==> src/rtl/multi_channel_sampler.sv <==
// Periodic sample-and-hold bank: a programmable rollover counter strobes
// per-channel masked captures in OFF, PERIODIC, ONE_SHOT or CONTINUOUS mode.
module multi_channel_sampler #(
  parameter int WIDTH = 4,
  parameter int CH    = 2,
  parameter int CNT_W = 3
) (
  input  logic                  clk,
  input  logic                  res_n,
  input  logic                  en,
  input  logic [1:0]            mode,
  input  logic [CNT_W-1:0]      period,
  input  logic                  start,
  input  logic [CH-1:0]         ch_mask,
  input  logic [CH*WIDTH-1:0]   val_in,
  output logic [CH*WIDTH-1:0]   val_out,
  output logic [CNT_W-1:0]      cnt,
  output logic                  roll,
  output logic                  smp_vld,
  output logic                  busy
);

  typedef enum logic [1:0] {
    MODE_OFF      = 2'b00,
    MODE_PERIODIC = 2'b01,
    MODE_ONE_SHOT = 2'b10,
    MODE_CONT     = 2'b11
  } mode_t;

  typedef enum logic {IDLE, RUN} state_t;

  state_t           state, state_nxt;
  mode_t            mode_q;
  logic [CNT_W-1:0] cnt_nxt;
  logic             mode_chg;
  logic             cmp_hit;
  logic             active;

  assign busy = (state == RUN);

  always_ff @(posedge clk) begin
    if (!res_n) begin
      state   <= IDLE;
      mode_q  <= MODE_OFF;
      cnt     <= '0;
      smp_vld <= 1'b0;
    end else begin
      state   <= state_nxt;
      mode_q  <= mode_t'(mode);
      cnt     <= cnt_nxt;
      smp_vld <= roll;
    end
  end

  // A mode change costs one dead cycle: counter and FSM restart, no capture.
  always_comb begin
    mode_chg  = (mode != mode_q);
    cmp_hit   = (cnt >= period);
    active    = 1'b0;
    roll      = 1'b0;
    state_nxt = state;
    cnt_nxt   = cnt;

    case (mode_q)
      MODE_PERIODIC: begin
        active = en;
        roll   = en && cmp_hit;
      end
      MODE_ONE_SHOT: begin
        active = en && (state == RUN);
        roll   = active && cmp_hit;
      end
      MODE_CONT: begin
        active = en;
        roll   = en;
      end
      default: ;
    endcase

    if (mode_chg || mode_q == MODE_OFF) begin
      roll      = 1'b0;
      cnt_nxt   = '0;
      state_nxt = IDLE;
    end else begin
      if (active)
        cnt_nxt = cmp_hit ? '0 : cnt + CNT_W'(1);
      if (mode_q == MODE_ONE_SHOT) begin
        if (state == IDLE && start && en) begin
          state_nxt = RUN;
          cnt_nxt   = '0;
        end else if (state == RUN && roll) begin
          state_nxt = IDLE;
          cnt_nxt   = '0;
        end
      end else begin
        state_nxt = IDLE;
      end
    end
  end

  // Masked channels keep their previous sample across a strobe.
  always_ff @(posedge clk) begin
    if (!res_n) begin
      val_out <= '0;
    end else if (roll) begin
      for (int i = 0; i < CH; i++) begin
        if (ch_mask[i])
          val_out[i*WIDTH +: WIDTH] <= val_in[i*WIDTH +: WIDTH];
      end
    end
  end

endmodule

==> config.mk <==
export PLATFORM = sky130hd
export DESIGN_NAME = multi_channel_sampler
export DESIGN_NICKNAME = d
export VERILOG_FILES = /design/src/rtl/multi_channel_sampler.sv
export SDC_FILE = /design/constraint.sdc
export NUM_CORES = 1
export LEC_CHECK = 0
export ABC_AREA = 1
export BUFFER_PORTS_ARGS = -buffer_cell sky130_fd_sc_hd__buf_2
export CAP_MARGIN = 20
export CELL_PAD_IN_SITES_DETAIL_PLACEMENT = 0
export CELL_PAD_IN_SITES_GLOBAL_PLACEMENT = 1
export CORE_ASPECT_RATIO = 0.7
export CORE_MARGIN = 5
export CORE_UTILIZATION = 33
export DETAILED_ROUTE_END_ITERATION = 8
export PLACE_DENSITY_LB_ADDON = 0.1
export SYNTH_ARGS = -nofsm -noshare
export SYNTH_HDL_FRONTEND = slang
export SYNTH_SLANG_ARGS = --single-unit
==> constraint.sdc <==
create_clock -name clk -period 1.9 [get_ports clk]
set_input_delay 0.095 -clock clk [delete_from_list [all_inputs] [get_ports clk]]
set_output_delay 0.095 -clock clk [all_outputs]
set_load 0.01 [all_outputs]
==> flow_summary_export.csv <==
group,metric,value,unit
synthesis,syn-cell-area,882,sq um
die,die_x,71.8,microns
clock_network,cts_tree,"built",
min_path,min_to,"mode_q[1]",
setup_path,required,1.80,ns
drt,final_antenna_net_count,0,
synthesis,netlist_top_cells_area,"dfxtp_1 (34%), nand2_1 (15%), ha_1 (11%), inv_1 (10%), nor2_1 (9.4%)",
timing,setup_viol,0,
placed_design,place_ws,0.217,ns
synthesis,avgSynthCellArea,7.23,sq um
global_route,grt_max_degree,12,
setup_path,critPathMaxFanout,4,
clock_network,cts_buffer_depth,2,
clock_network,cts.sinks,15,
setup_path,startpoint_type,"flop",
setup_path,ff2ff_path_depth,12,
placed_design,dp_hpwl,1440,microns
synthesis,synthesis.nets,149,
timing,hold_viol,0,
flow_run,drv_cap,0,
placed_design,portBuffers,32,
drt,vias,775,
timing,timing.slew.headroom,0.778,
drt,routed_via_density,4.04,
drt,wire_per_inst,9.30,microns
final_layout,antenna_cells,0,
final_layout,final_common_cell,"nand2_1",
final_layout,drive_gt1_frac,0.310,
setup_path,critical_path_class,"reg2out",
setup_path,r2r_slack,0.29,ns
drt,first_iter_violations,19,
timing,whs,0.0521,ns
timing,tns,0,ns
global_route,first_global_vias,729,
setup_path,r2r-start,"cnt[0]",
global_route,antenna_found_initial,0,
final_layout,layout_common_cells,"nand2_1 (34), buf_2 (32), inv_1 (24)",
final_layout,multi_input_area,488,sq um
synthesis,seq_area_frac_synth,0.340,
timing,maxSlewViolCount,0,
synthesis,syn-instance-count,122,
run_status,status,"completed",
placed_design,place_congestion,0.734,
global_route,grt_util_met1,0.132,
die,io_pins,33,
drt,first_pass_iters,5,
die,dieHeight,53.3,microns
timing,worst_pin_slew,0.332,ns
die,start_util,0.351,
setup_path,r2r_end,"val_out[6]",
die,row_count,15,
power_and_ir_drop,power.leakage,0.679,nW
drt,wl,1790,microns
synthesis,ys_ff_latch,15,
clock_network,clk-insertion-delay-late,0.25,ns
power_and_ir_drop,vdd_ir_drop_max,455,uV
clock_network,cts.clk_slew.worst_paths,0.07,ns
drt,drc,0,
setup_path,cp.arrival,1.64,ns
global_route,gr-usage-met3,0.0512,
die,core_area,2510,sq um
die,die-area,3820,sq um
global_route,track_usage,0.103,
synthesis,synth.top_cell.area_share,0.340,
timing,max_freq,0.576,GHz
setup_path,endpoint_kind,"output pin",
synthesis,ys_warn_count,0,
final_layout,syn_to_final_growth,29.4,%
timing,rsz0062_at_grt,"false",
synthesis,ys_types,17,
global_route,gr-usage-met2,0.155,
min_path,min_path_cells,3,
final_layout,fillers,278,
final_layout,regArea,307,sq um
clock_network,clockRootBuffer,"clkbuf_8",
power_and_ir_drop,p_per_area,580,nW/um^2
clock_network,cts_htree_levels,1,
min_path,holdCritPathClass,"in2reg",
power_and_ir_drop,p_total,0.662,mW
final_layout,final_nets,186,
global_route,top_usage_layer,"met2",
synthesis,yosysTopAreaCell,"dfxtp_1",
min_path,hold_start,"mode[1]",
timing,fin_ws,0.163,ns
global_route,grt-ovfl-total,0,
global_route,grt_pass1_wl,3010,microns
clock_network,cts_inserted_buffers,3,
timing,min_period,1.74,ns
timing,fin_crit_sh,0.914,
timing,clock_skew,0.00302,ns
worst max path at each step:
stage / start / end / slack, ns / cells after the start
2_1_floorplan: cnt[0] / roll / 0.34 / 10
3_3_place_gp: cnt[0] / roll / 0.22 / 11
3_5_place_dp: cnt[0] / roll / 0.22 / 11
4_1_cts: cnt[0] / roll / 0.03 / 11
5_1_grt: cnt[0] / roll / 0.03 / 11
6_report: cnt[0] / roll / 0.16 / 11
sequential cells by signal, indices dropped and copies added (netlist names):
name	cells
val_out	8
mode_q	2
cnt	3
smp_vld	1
busy	1
layout make-up:
class,count,area share
Tap cell,34,0.0373
Sequential cell,15,0.269
Clock inverter,1,0.00439
Timing Repair Buffer,33,0.147
Multi-Input combinational cell,82,0.428
Inverter,24,0.0789
Clock buffer,3,0.0362
synthesized netlist by cell type:
master / n
dfxtp_1: 15
nand3b_4: 1
xor2_1: 3
a21boi_0: 1
nand3_1: 1
a22oi_1: 1
nor2_4: 2
inv_1: 24
nand4_4: 2
nor3_1: 1
o211ai_1: 1
ha_1: 8
a21oi_1: 2
nor2_1: 22
buf_6: 1
nand2_1: 35
nand2_2: 2
timing repair:
action                                  4_1_cts  5_1_grt
hold buffers                                  0        0
gates resized for setup                       4        3
setup buffers                                 0        1
endpoints found under the setup margin        1        1
pin swaps                                     0        1
stage by stage:
step / std cells / util / area (sq um)
3_3_place_gp: 187 / 0.427 / 1070
4_1_cts: 191 / 0.448 / 1130
3_5_place_dp: 187 / 0.427 / 1070
5_1_grt: 192 / 0.454 / 1140
6_report: 192 / 0.454 / 1140
2_1_floorplan: 122 / - / 882
kinds of logic (layout without fill, tap and decap cells):
group | Yosys count | count (layout) | synth area share
simple gates | 66 | 66 | 0.365
flops | 15 | 15 | 0.340
buf+inv | 25 | 61 | 0.115
xor+xnor | 3 | 3 | 0.0298
compound gates | 5 | 5 | 0.0369
fa+ha+maj | 8 | 8 | 0.113
power by group:
part           switching (mW)  internal [mW]  leakage [nW]
sequential            0.00304          0.316         0.123
combinational          0.0438         0.0339         0.531
clock                   0.119          0.145        0.0255
total                   0.166          0.496         0.679
critical path, cell delays in order (launching register included):
cell     delay (ns)
dfxtp_4        0.37
inv_1          0.04
ha_1           0.26
inv_1          0.03
nand2_1        0.04
nand2_1        0.05
nand2_1        0.11
nand2_1        0.08
nand2_2        0.08
nand2_2        0.08
nor3_2         0.10
buf_2          0.15
routing by layer:
metal / share of wire / routed length (microns)
met1: 0.47 / 845
met2: 0.45 / 797
met3: 0.076 / 135
met4: 0.0039 / 7
met5: 0 / 0
(Power assumes the default switching activity.)
